### config.mk
export PLATFORM = sky130hd
export DESIGN_NAME = serial_mag_comp_ctrl
export DESIGN_NICKNAME = d
export VERILOG_FILES = /design/src/rtl/serial_mag_comp_ctrl_comp1.sv /design/src/rtl/serial_mag_comp_ctrl.sv
export SDC_FILE = /design/constraint.sdc
export NUM_CORES = 1
export LEC_CHECK = 0
export CAP_MARGIN = 20
export CORE_MARGIN = 2
export CORE_UTILIZATION = 43
export DETAILED_ROUTE_END_ITERATION = 10
export GPL_TIMING_DRIVEN = 1
export PLACE_DENSITY_LB_ADDON = 0.2
export SLEW_MARGIN = 20
export SYNTH_ARGS = -nofsm -noshare
export SYNTH_HDL_FRONTEND = slang
export SYNTH_HIERARCHICAL = 1
export SYNTH_SLANG_ARGS = --single-unit
### constraint.sdc
create_clock -name CLK -period 3.09 [get_ports CLK]
set_clock_uncertainty 0.2 [all_clocks]
set_input_delay 0.4635 -clock CLK [delete_from_list [all_inputs] [get_ports CLK]]
set_output_delay 0.4635 -clock CLK [all_outputs]
set_load 0.05 [all_outputs]
### src/rtl/serial_mag_comp_ctrl_comp1.sv
// rtl/serial_mag_comp_ctrl_comp1.sv - 1-bit magnitude comparator cell
// Zx flags X>Y, Zy flags X<Y, Zeq flags X==Y for one bit pair.
module comp1 (
    input  logic x_i,
    input  logic y_i,
    output logic zx_o,
    output logic zy_o,
    output logic zeq_o
);
    assign zx_o  = x_i & ~y_i;
    assign zy_o  = ~x_i & y_i;
    assign zeq_o = ~(x_i ^ y_i);
endmodule

### src/rtl/serial_mag_comp_ctrl.sv
// rtl/serial_mag_comp_ctrl.sv - bit-serial MSB-first unsigned magnitude compare sequencer
// One comparator cell examines one bit pair per clock; result held until the next accepted START.
module serial_mag_comp_ctrl #(
    parameter int W          = 8,
    parameter bit EARLY_EXIT = 1'b1
) (
    input  logic                     CLK,
    input  logic                     RST,
    input  logic                     START,
    input  logic [W-1:0]             A,
    input  logic [W-1:0]             B,
    output logic                     BUSY,
    output logic                     DONE,
    output logic                     GT,
    output logic                     LT,
    output logic                     EQ,
    output logic [$clog2(W+1)-1:0]   NBITS
);
    localparam int CW = (W > 1) ? $clog2(W) : 1;
    localparam int NW = $clog2(W + 1);

    localparam logic [1:0] S_IDLE = 2'd0;
    localparam logic [1:0] S_RUN  = 2'd1;
    localparam logic [1:0] S_FIN  = 2'd2;

    logic [1:0]    state_q, state_d;
    logic [W-1:0]  sa_q, sb_q;
    logic [CW-1:0] cnt_q;
    logic          found_q, gtf_q, ltf_q;
    logic          busy_q, done_q, gt_q, lt_q, eq_q;
    logic          busy_d, done_d, gt_d, lt_d, eq_d;
    logic [NW-1:0] nbits_q, nbits_d;

    logic zx, zy, zeq;
    logic start_ok, diff_now, gt_now, lt_now, finish;

    comp1 u_comp1 (
        .x_i   (sa_q[W-1]),
        .y_i   (sb_q[W-1]),
        .zx_o  (zx),
        .zy_o  (zy),
        .zeq_o (zeq)
    );

    // The first differing bit decides; later bits only matter for fixed latency.
    assign start_ok = START && ((state_q == S_IDLE) || (state_q == S_FIN));
    assign diff_now = found_q | ~zeq;
    assign gt_now   = found_q ? gtf_q : zx;
    assign lt_now   = found_q ? ltf_q : zy;
    assign finish   = (state_q == S_RUN) &&
                      ((EARLY_EXIT && diff_now) || (cnt_q == '0));

    always_comb begin
        state_d = S_IDLE;
        case (state_q)
            S_IDLE:  state_d = start_ok ? S_RUN : S_IDLE;
            S_RUN:   state_d = finish ? S_FIN : S_RUN;
            S_FIN:   state_d = start_ok ? S_RUN : S_IDLE;
            default: state_d = S_IDLE;
        endcase
    end

    always_comb begin
        busy_d  = (state_d == S_RUN);
        done_d  = (state_d == S_FIN);
        gt_d    = gt_q;
        lt_d    = lt_q;
        eq_d    = eq_q;
        nbits_d = nbits_q;
        if (start_ok) begin
            gt_d    = 1'b0;
            lt_d    = 1'b0;
            eq_d    = 1'b0;
            nbits_d = '0;
        end else if (finish) begin
            gt_d    = gt_now;
            lt_d    = lt_now;
            eq_d    = ~diff_now;
            nbits_d = NW'(W) - NW'(cnt_q);
        end
    end

    always_ff @(posedge CLK) begin
        if (RST) begin
            state_q <= S_IDLE;
            sa_q    <= '0;
            sb_q    <= '0;
            cnt_q   <= '0;
            found_q <= 1'b0;
            gtf_q   <= 1'b0;
            ltf_q   <= 1'b0;
            busy_q  <= 1'b0;
            done_q  <= 1'b0;
            gt_q    <= 1'b0;
            lt_q    <= 1'b0;
            eq_q    <= 1'b0;
            nbits_q <= '0;
        end else begin
            state_q <= state_d;
            busy_q  <= busy_d;
            done_q  <= done_d;
            gt_q    <= gt_d;
            lt_q    <= lt_d;
            eq_q    <= eq_d;
            nbits_q <= nbits_d;
            if (start_ok) begin
                sa_q    <= A;
                sb_q    <= B;
                cnt_q   <= CW'(W - 1);
                found_q <= 1'b0;
                gtf_q   <= 1'b0;
                ltf_q   <= 1'b0;
            end else if (state_q == S_RUN) begin
                if (!found_q) begin
                    gtf_q   <= zx;
                    ltf_q   <= zy;
                    found_q <= ~zeq;
                end
                if (!finish) begin
                    sa_q  <= sa_q << 1;
                    sb_q  <= sb_q << 1;
                    cnt_q <= cnt_q - 1'b1;
                end
            end
        end
    end

    assign BUSY  = busy_q;
    assign DONE  = done_q;
    assign GT    = gt_q;
    assign LT    = lt_q;
    assign EQ    = eq_q;
    assign NBITS = nbits_q;
endmodule
# Word-level counts from Yosys, hierarchy flattened
# Cells that the tools add are included.
# op_classes
n_addsub	2
eq_ne	5
mux	15
bitwise	7
n_reduce_logical	10
# ops
operator	count
$mux W8	6
$mux W3	3
$eq A2 B1 Y1 const B	2
$eq A2 B2 Y1 const B	2
$mux W1	4
$pmux W2 S2	1
$reduce_or A2 Y1	2
$sub A4 B3 Y4 const A	1
$logic_not A3 Y1	1
$not A1 Y1	3
$sub A3 B1 Y3 const B	1
$and A1 B1 Y1	2
$logic_and A1 B1 Y1	2
$logic_not A2 Y1	1
$logic_or A1 B1 Y1	2
$mux W2	1
$ne A2 B2 Y1 const B	1
$reduce_and A2 Y1	1
$reduce_bool A2 Y1	1
$or A1 B1 Y1	1
$xor A1 B1 Y1	1
# word_totals
regBits	33
input_bits	19
word_cells	52

# Logic depth before layout (Yosys ltp)
# logic_depth
ltp_word	7
mapped_depth	8
ltp_nobuf	6

# By module
# Netlist, hierarchy kept.
# modules_own_cells
mod	n_inst	cells_per_inst	area_each_um2
serial_mag_comp_ctrl	1	155	1589.0
comp1	1	4	32.5

# Worst setup path after synthesis
# Ideal clock, no wire load.
# synth_timing
kind	register to register
from	reg cnt_q[0]
to	reg sa_q[2]
setup_time_ps	140
t_arrival_ps	1601
path_slack_ps	1149
stages_incl_launch_ff	9
n_path_buf	2
cell_sequence	dfxtp_1 -> inv_1 -> ha_1 -> ha_1 -> nor3b_4 -> a21o_1 -> buf_6 -> buf_12 -> a211oi_1
# synth_between
elab_chain_len	5
# synth_lines
element	line_no	rtl
from (decl)	serial_mag_comp_ctrl.sv:28	logic [CW-1:0] cnt_q;
from (signal assigned)	serial_mag_comp_ctrl.sv:109	cnt_q <= CW'(W - 1);
from (signal assigned)	serial_mag_comp_ctrl.sv:122	cnt_q <= cnt_q - 1'b1;
$logic_not A3 Y1	serial_mag_comp_ctrl.sv:51	((EARLY_EXIT && diff_now) || (cnt_q == '0));
$logic_or A1 B1 Y1	serial_mag_comp_ctrl.sv:51	
$logic_and A1 B1 Y1	serial_mag_comp_ctrl.sv:50	assign finish = (state_q == S_RUN) &&
$ne A2 B2 Y1 (no source line)	n/a	
$reduce_and A2 Y1 (no source line)	n/a	
to (signal assigned)	serial_mag_comp_ctrl.sv:120	sa_q <= sa_q << 1;
to (decl)	serial_mag_comp_ctrl.sv:27	logic [W-1:0] sa_q, sb_q;
# No other way between the ends.
# A chain may end at the register's enable or synchronous reset.

# Worst setup path after layout
# layout_timing
from	reg cnt_q[0]
to	reg sa_q[6]
# Same word-level chain as after synthesis.

==> out/qor.txt <==
largest net degree at the start of global routing: 27
Vias: 1,254
worst hold slack: 0.273 ns
CTS tree: done
H-Tree Depth: 2
postcts setup bufs: 0
Inserted Clock Buffers: 5
Worst VDD drop: 0.000237 V
Reg-to-Reg End: sa_q[6]
GP Congestion: 0.717
Worst-Skew Late Latency: 0.29 ns
drt drc: 0
critical path's slowest cell: a21o_1
Max Slew Vio Count: 0
sum of negative setup slack: 0 ns
actual slew at the worst max-slew pin: 0.662 ns
Syn-to-layout area delta: 19.1%
relative slew slack: 55.9%
DP Worst Slack: 0.900 ns
global-route wire length before repair: 5380 um
antenna cell count: 0
Power per Cell Area: 573 nW/um2
Final HPWL DP: 2090 um
worst setup path end: sa_q[6]
nets@finish: 205
final WL: 3180 um
cell taking the most area after synthesis: dfxtp_1
layout cells sized above 1: 12.1%
via density per instance: 5.45
Worst Slack Setup Final: 0.895 ns
critical path's most frequent cell: ha_1
met3 wire length: 162 um
IO Port Bufs: 27
Buf/Inv on CP: 1
total core area: 3630 um2
Syn Nets: 183
flop-to-flop setup slack: 0.89 ns
endpoints failing hold: 0
DIE AREA: 4280 um2
total grt overflow: 0
Seq/Total Area, Yosys: 40.7%
Core Util, Final: 53.1%
min cycle time layout: 2.20 ns
io pins: 28
root buf cell: clkbuf_8
Crit path max-delay family: compound AO/OA/AOI/OAI gates
Resized Gates After CTS: 0
Initial Utilization: 44.6%
MaxCap Viol Count: 0
Avg WL per Cell: 13.8 um
crit-path max FO: 18
synthesized flop and latch total: 33
critical path depth: 6
Tot GR Track Use: 16.8%
Netlist cell types: 31
CTS clk-pin slew, worst paths: 0.06 ns
routed wire length on met2: 1450 um
clock tree buffer depth: 2
Post-synth EDFFs: 0
Worst Path Arrival: 2.13 ns
Ys Warns: 6
CP Cell Sequence: inv_1 -> ha_1 -> ha_1 -> nor3b_4 -> a21o_1 -> a211oi_1
antenna violations before repair: 0
unrepaired setup endpoints after global routing: no
syn avg cell area: 10.2 um2
Die Wd: 65.4 um
FP Rows: 22
Crit path largest cell delay: 0.57 ns
Critical Path Source Type: flop
Final ANT Viol Nets: 0
P_leak: 0.686 nW
vias in the first global route: 1,229
Max Clk Rate: 0.456 GHz
nature of the critical path endpoint: flop
Chip Height: 65.4 um
drt pass-1 iters: 4
R2R cell count: 6
Async S/R FF share, synth: 0%
Worst EP required: 3.02 ns
Sink Count: 33
FF-to-FF Start: cnt_q[0]
synth top area cells: dfxtp_1, a211oi_1, mux2i_1
post-synth top area share: 40.7%
DR iter-0 viols: 51
Tcrit/Tclk final: 71.0%
Worst Setup SP: cnt_q[0]
predominant post-synthesis flop cell: dfxtp_1
Finish-stage setup viols: 0
metal1 wirelength: 1480 um
Syn Std Cell Area: 1620 um2
status: finished, final reports clean
hold buffers post-CTS: 0
min-delay worst type: flop to flop
Syn Inst Count: 159
max layer used: met4
kind of critical path: flop to flop
## layer usage
| metal | vias up | global-route usage [%] |
|---|---|---|
| met5 | - | 0 |
| met4 | 0 | 10.2 |
| met3 | 8 | 4.11 |
| met2 | 31 | 27.7 |
| met1 | 586 | 19.6 |
| li1 | 629 | - |
## worst min path at each step
stage                          end      from  slack (ns)  cells past startpoint
final                     NBITS[3]  NBITS[3]        0.27                      2
after global routing       sa_q[0]   sa_q[0]        0.30                      2
after CTS                    gtf_q     gtf_q        0.28                      2
after detailed placement     gtf_q     gtf_q        0.27                      2
after global placement    NBITS[3]  NBITS[3]        0.26                      2
after floorplan            sa_q[0]   sa_q[0]        0.25                      2
## cells in the final DEF, fill, tap and decap left out, drive strengths merged, types with 2 or more instances in the layout
cell type / count
clkbuf: 6
nor3: 3
a311oi: 2
buf: 5
nor2: 3
inv: 6
nand3: 4
nor3b: 3
nand3b: 2
a211oi: 34
o21ai: 9
mux2i: 16
clkdlybuf4s50: 27
ha: 5
dfxtp: 33
clkinv: 2
a21oi: 10
nand2: 2
nand2b: 3
nor2b: 4
## kinds of logic after synthesis
kind of cell / count (synthesis) / share of synthesized area [%]
AO/OA/AOI/OAI: 56 / 24.8
adder cells (fa/ha/maj): 5 / 3.86
buffers and inverters: 23 / 10.3
flip-flops: 33 / 40.7
multiplexers: 16 / 9.88
AND/OR/NAND/NOR: 26 / 10.4
## synthesized netlist by cell type, types with 4 or more instances
cell type and n:
a211oi_2 4, a21oi_1 10, dfxtp_1 33, inv_1 6, mux2i_1 16, ha_1 5, buf_6 5, o21ai_0 7
nand3_1 4, a211oi_1 30
## state kept, by name, summed over array words and instances, names as in the netlist
signal	cells
state_q	2
gtf_q	1
cnt_q	3
NBITS	4
LT	1
found_q	1
GT	1
BUSY	1
sa_q	8
ltf_q	1
DONE	1
sb_q	8
EQ	1
## cell type report
| type | instances | area, um2 |
|---|---|---|
| fill | 376 | 1700 |
| multi-input combinational | 103 | 797 |
| sequential | 33 | 661 |
| timing repair buffer | 32 | 308 |
| clock buffer | 6 | 72.6 |
| tap | 48 | 60.1 |
| inverter | 6 | 22.5 |
| clock inverter | 2 | 10.0 |
## power breakdown
part           total (W)  switching (W)  leakage [nW]  internal, W
Clock           0.000312       0.000156        0.0450     0.000156
Sequential      0.000495      0.0000271         0.271     0.000467
Combinational   0.000299       0.000173         0.370     0.000126
## metrics by stage
stage	cells	total power, W	cell area (um2)
final	230	0.00111	1930
after global routing	230	0.00117	1930
after CTS	230	0.00112	1930
after detailed placement	222	0.000801	1850
after global placement	222	0.000795	1850
after floorplan	159	0.000751	1620
## worst register-to-register path: cells and delay by family, from the launching register on
family	cells	cell delay, ns
adder cells (fa/ha/maj)	2	0.43
flip-flops	1	0.40
AND/OR/NAND/NOR	1	0.19
buffers and inverters	1	0.09
AO/OA/AOI/OAI	2	0.73
(Power assumes the default switching activity.)
